--- config.mk ---
export PLATFORM = sky130hd
export DESIGN_NAME = fetch_buffer
export DESIGN_NICKNAME = d
export VERILOG_FILES = /design/src/rtl/fetch_buffer.sv
export SDC_FILE = /design/constraint.sdc
export NUM_CORES = 1
export LEC_CHECK = 0
export CORE_MARGIN = 4
export CORE_UTILIZATION = 52
export CTS_CLUSTER_SIZE = 12
export DETAILED_ROUTE_END_ITERATION = 16
export PLACE_DENSITY = 0.8
export SYNTH_ARGS = -nofsm -noshare
export SYNTH_HDL_FRONTEND = slang
export SYNTH_SLANG_ARGS = --single-unit
--- constraint.sdc ---
create_clock -name clock -period 2.6 [get_ports clock]
set_input_delay 0.65 -clock clock [delete_from_list [all_inputs] [get_ports clock]]
set_output_delay 0.65 -clock clock [all_outputs]
set_load 0.01 [all_outputs]
--- src/rtl/fetch_buffer.sv ---
// Instruction fetch stage: sequences the PC, drives the imem read handshake and
// buffers returned words for decode; redirects from write flush and restart fetch.

// Generic synchronous FIFO with flush; head entry is read combinationally.
// Latency 1 cycle push to head; a pop in the same cycle frees a slot for a push into a full FIFO.
module fetch_fifo #(
    parameter int W     = 65,
    parameter int DEPTH = 2
) (
    input  logic                     clock,
    input  logic                     reset_n,
    input  logic                     i_flush,
    input  logic                     i_push_vld,
    input  logic [W-1:0]             i_push_dat,
    input  logic                     i_pop_rdy,
    output logic [W-1:0]             o_head_dat,
    output logic                     o_empty,
    output logic [$clog2(DEPTH):0]   o_count
);
    localparam int AW = $clog2(DEPTH);
    localparam int CW = AW + 1;

    logic [W-1:0]  r_mem [DEPTH];
    logic [AW-1:0] r_wr_ptr;
    logic [AW-1:0] r_rd_ptr;
    logic [CW-1:0] r_count;
    logic          w_full;
    logic          w_push;
    logic          w_pop;

    assign o_empty    = (r_count == '0);
    assign w_full     = (r_count == CW'(DEPTH));
    assign w_pop      = i_pop_rdy && !o_empty;
    assign w_push     = i_push_vld && (!w_full || w_pop);
    assign o_head_dat = r_mem[r_rd_ptr];
    assign o_count    = r_count;

    always_ff @(posedge clock or negedge reset_n) begin
        if (!reset_n) begin
            r_wr_ptr <= '0;
            r_rd_ptr <= '0;
            r_count  <= '0;
            for (int i = 0; i < DEPTH; i++) begin
                r_mem[i] <= '0;
            end
        end else if (i_flush) begin
            r_wr_ptr <= '0;
            r_rd_ptr <= '0;
            r_count  <= '0;
        end else begin
            if (w_push) begin
                r_mem[r_wr_ptr] <= i_push_dat;
                r_wr_ptr        <= r_wr_ptr + 1'b1;
            end
            if (w_pop) begin
                r_rd_ptr <= r_rd_ptr + 1'b1;
            end
            case ({w_push, w_pop})
                2'b10:   r_count <= r_count + 1'b1;
                2'b01:   r_count <= r_count - 1'b1;
                default: r_count <= r_count;
            endcase
        end
    end
endmodule

// Fetch stage top: issues reads at fetch_pc, pushes returned words tagged with PC and flush flag.
// Latency data_valid -> out_valid 1 cycle; stops requesting when the buffer would be full, hold stalls the head.
module fetch_buffer #(
    parameter int          DEPTH    = 2,
    parameter logic [31:0] RESET_PC = 32'h0000_0000,
    parameter int          PC_STEP  = 4
) (
    input  logic        clock,
    input  logic        reset_n,
    output logic        address_enable,
    output logic [31:0] address,
    input  logic [31:0] data,
    input  logic        data_valid,
    input  logic        redirect_valid,
    input  logic [31:0] redirect_pc,
    output logic [31:0] next_pc,
    input  logic        hold,
    output logic        out_valid,
    output logic [31:0] out_instruction,
    output logic [31:0] out_pc,
    output logic        out_has_flushed
);
    localparam int CW = $clog2(DEPTH) + 1;

    localparam logic [1:0] S_IDLE    = 2'd0;
    localparam logic [1:0] S_REQUEST = 2'd1;
    localparam logic [1:0] S_DISCARD = 2'd2;

    typedef struct packed {
        logic [31:0] insn;
        logic [31:0] pc;
        logic        flushed;
    } entry_t;

    logic [1:0]    r_state;
    logic [1:0]    w_state_nxt;
    logic [31:0]   r_fetch_pc;
    logic [31:0]   r_discard_addr;
    logic          r_flush_pending;

    logic          w_push;
    logic          w_pop;
    logic          w_empty;
    logic [CW-1:0] w_count;
    logic [CW-1:0] w_count_after;
    entry_t        w_push_dat;
    entry_t        w_head;

    assign w_push     = (r_state == S_REQUEST) && data_valid && !redirect_valid;
    assign w_pop      = !w_empty && !hold && !redirect_valid;
    assign w_push_dat = '{insn: data, pc: r_fetch_pc, flushed: r_flush_pending};
    assign w_count_after = w_count + CW'(w_push) - CW'(w_pop);

    fetch_fifo #(
        .W     ($bits(entry_t)),
        .DEPTH (DEPTH)
    ) u_fifo (
        .clock      (clock),
        .reset_n    (reset_n),
        .i_flush    (redirect_valid),
        .i_push_vld (w_push),
        .i_push_dat (w_push_dat),
        .i_pop_rdy  (w_pop),
        .o_head_dat (w_head),
        .o_empty    (w_empty),
        .o_count    (w_count)
    );

    always_comb begin
        w_state_nxt = r_state;
        case (r_state)
            S_IDLE: begin
                if (redirect_valid || (w_count < CW'(DEPTH))) begin
                    w_state_nxt = S_REQUEST;
                end
            end
            S_REQUEST: begin
                // A request cannot be withdrawn, so a redirect without its response must wait it out.
                if (redirect_valid) begin
                    w_state_nxt = data_valid ? S_REQUEST : S_DISCARD;
                end else if (data_valid) begin
                    w_state_nxt = (w_count_after < CW'(DEPTH)) ? S_REQUEST : S_IDLE;
                end
            end
            S_DISCARD: begin
                if (data_valid) begin
                    w_state_nxt = S_REQUEST;
                end
            end
            default: w_state_nxt = S_IDLE;
        endcase
    end

    always_ff @(posedge clock or negedge reset_n) begin
        if (!reset_n) begin
            r_state         <= S_IDLE;
            r_fetch_pc      <= RESET_PC;
            r_flush_pending <= 1'b0;
            r_discard_addr  <= '0;
        end else begin
            r_state <= w_state_nxt;
            if (redirect_valid) begin
                r_fetch_pc      <= redirect_pc;
                r_flush_pending <= 1'b1;
            end else if (w_push) begin
                r_fetch_pc      <= r_fetch_pc + 32'(PC_STEP);
                r_flush_pending <= 1'b0;
            end
            if ((r_state == S_REQUEST) && redirect_valid && !data_valid) begin
                r_discard_addr <= r_fetch_pc;
            end
        end
    end

    assign address_enable  = (r_state == S_REQUEST) || (r_state == S_DISCARD);
    assign address         = (r_state == S_REQUEST) ? r_fetch_pc :
                             (r_state == S_DISCARD) ? r_discard_addr : 32'h0;
    assign out_valid       = !w_empty;
    assign out_instruction = out_valid ? w_head.insn : 32'h0;
    assign out_pc          = out_valid ? w_head.pc : 32'h0;
    assign out_has_flushed = out_valid && w_head.flushed;
    assign next_pc         = out_valid ? w_head.pc : r_fetch_pc;
endmodule

==> metrics.txt <==
final setup margin=-109 ps; peak supply drop=0.637 mV; number of synthesized register bits=~200; hold_buf cts=0; Final setup viols=10; fmax=around 0.37 GHz; GPL Wtd Cong=roughly 0.79; Crit. End Element=output pin; WS Path Type=flip-flop to output pin; crit path from=r_state[0]$_DFFE_PN0P_; Hold WS=between 100 and 150 ps; Cells after DPL=between 1,000 and 1,500; wire per inst=between 15 and 20 µm; total core area=18,900 µm²; Cells after Synth=roughly 900; Inserted Clock Buffers=22; Reg area=slightly above 5000 µm²; CP Launch Type=flip-flop; Routed Antenna Nets=0; RSZ-0062 raised after global routing=yes; GRT Overall Usage=0.234; ys flop type=dfrtp_1; switching pwr=roughly 4300 µW; Mapped Nets=about 1,000; share of cells above drive strength 1=0.359; Pwr Density=around 980 nW/µm²; die height=approximately 150 µm; failing checks=setup timing; Tightest Hold Check Type=input pin to asynchronous set/reset pin; Die X=approximately 150 µm; Nets=1,186; multi-input combinational cell area=4910 µm²; Mapped Area=10,100 µm²; num rows=50; Mean Syn Cell Area=11.2 µm²; DP HPWL=between 15,000 and 20,000 µm; number of flops mapped to enable cells by yosys=0; Die Area=about 22,000 µm²; # IOs=200; Sw Share=0.325; P_leak=~0.006 µW; Via density=5.69; initial antenna violation count=0; GR Overflow Total=0; Fin. Hold Viols=0; pre-CTS setup slack=-89.2 ps; area leader, netlist=dfrtp_1; max cap viols=0; Max Buffers Root-to-Sink=3; Final Skew=~22 ps; internal power=about 9000 µW; Seq/Total Area, Yosys=0.499; Final TNS setup=-305 ps; PortBufs=199; Sink Count=201; crit path max fanout=3; Root Buffer=clkbuf_16; H-tree depth=1; Flop pwr share=0.406; Core Util, Final=0.717; Worst-Margin Slew=about 560 ps; final wirelength=approximately 26,000 µm; R2R Path Start=r_state[1]$_DFFE_PN0P_; CP arrival=approximately 2100 ps; worst path required time=between 1500 and 2000 ps; Netlist cell types=between 50 and 60; Via Count=~8,000; vias in the first global route=~7,900; Tmin final=2710 ps; final slew viol count=0; first-pass GRT wire length=roughly 41,000 µm; share of the synthesized area in the top cell type=0.499; number of remaining DRC errors=0; Area growth syn-to-layout=34.5%; top post-synthesis cells by count=201 x dfrtp_1, 161 x mux2_2, 118 x nor2_1, 66 x mux2i_1, 37 x a21oi_1; final worst-path cycle share=1.04; Detailed Route Iter0 Violations=around 420; TritonCTS clock tree=built; CTS clk-pin slew, worst paths=60 ps; TritonRoute pass-1 iters=5; Initial Util=0.533; count leader, synth=dfrtp_1; fill count=around 1,400; Synth warnings=0; ranking of synthesized cells by area=dfrtp_1 50%, mux2_2 18%, mux2i_1 6.6%; Slew HR=0.625; Ant. Diodes=0; Clock power frac=0.222; Gate power share=0.372; filler-free cell count of the finished design=approximately 1,400; ys async rst share=1.00; clk_lat worst skew=510 ps; largest net degree at the start of global routing=63; status=finished with violations
area by class of cell:
cell class / count / area share
flip-flops and latches: 201 / 0.372
multi-input cells: 601 / 0.362
repair buffers: 278 / 0.190
clock buffers: 33 / 0.0489
well taps: 260 / 0.0240
inverters: 7 / 0.00194
clock inverters: 4 / 0.00148
state kept, by name, summed over array words and instances, names as in the netlist:
register,count
u_fifo.r_mem,130
r_discard_addr,32
r_fetch_pc,32
r_state,2
u_fifo.o_count,2
r_flush_pending,1
u_fifo.r_rd_ptr,1
u_fifo.r_wr_ptr,1
what timing repair did:
action                     CTS  global route
setup endpoints to repair  130            79
cloned                       0             4
pin swaps                   13            11
setup buffers               27            11
hold endpoints to repair     0             0
gates resized for setup    282           130
layer usage:
| metal | global-route usage | part of all wire |
|---|---|---|
| met3 | 0.0410 | 0.063 |
| met1 | 0.310 | 0.43 |
| met4 | 0.0704 | 0.024 |
| met2 | 0.396 | 0.48 |
| met5 | 0 | 0 |
stage by stage:
step           area (µm²)  power, µW
3_3_place_gp        12500       9920
5_1_grt             13500      14000
4_1_cts             13300      13000
2_1_floorplan       10100       7990
3_5_place_dp        12500      10100
6_report            13500      13200
critical path, cell delays in order (launching register included):
cell and delay, ps:
dfrtp_1 390, inv_2 80, ha_4 160, nor2b_4 130
buf_12 130, buf_8 120, buf_6 110, buf_6 100
a22o_1 190, buf_2 140
power groups by stage:
stage,sequential (µW),clock [µW],combinational [µW]
after floorplan,4940,0,3050
after CTS,5260,3000,4780
after global routing,5530,3140,5340
final,5370,2940,4930
after global placement,5160,0,4760
after detailed placement,5240,0,4880
final timing paths:
path,endpoint,slack [ps],cells after the start
min in group clock,r_discard_addr[28]$_DFFE_PN0P_,480,2
hold reg to reg,r_discard_addr[28]$_DFFE_PN0P_,480,2
max in group asynchronous,u_fifo.r_mem[34]$_DFFE_PN0P_,1740,2
hold / removal,r_discard_addr[21]$_DFFE_PN0P_,150,1
setup reg to reg,r_fetch_pc[25]$_DFFE_PN0N_,320,7
setup / recovery,address[7],-110,9
cells in the final DEF (no fill, tap or decap), types with 16 or more instances in the layout:
master / instances
mux2i_1: 35
mux2_2: 161
dlygate4sd2_1: 42
o21ai_0: 22
buf_2: 39
clkbuf_16: 27
a21oi_1: 31
clkdlybuf4s15_1: 16
dfrtp_1: 198
nand2_1: 29
mux2i_2: 18
a22o_1: 32
clkdlybuf4s50_1: 67
buf_12: 18
clkbuf_2: 32
buf_4: 39
nor2_1: 115
cells by family after synthesis:
logic type / count (synthesis) / share of synthesized area
simple gates: 229 / 0.108
flops: 201 / 0.499
fa+ha+maj: 6 / 0.00745
xor+xnor: 13 / 0.0113
mux: 227 / 0.246
buf+inv: 94 / 0.0442
compound gates: 126 / 0.0835
Power figures use the tool's default switching activity.
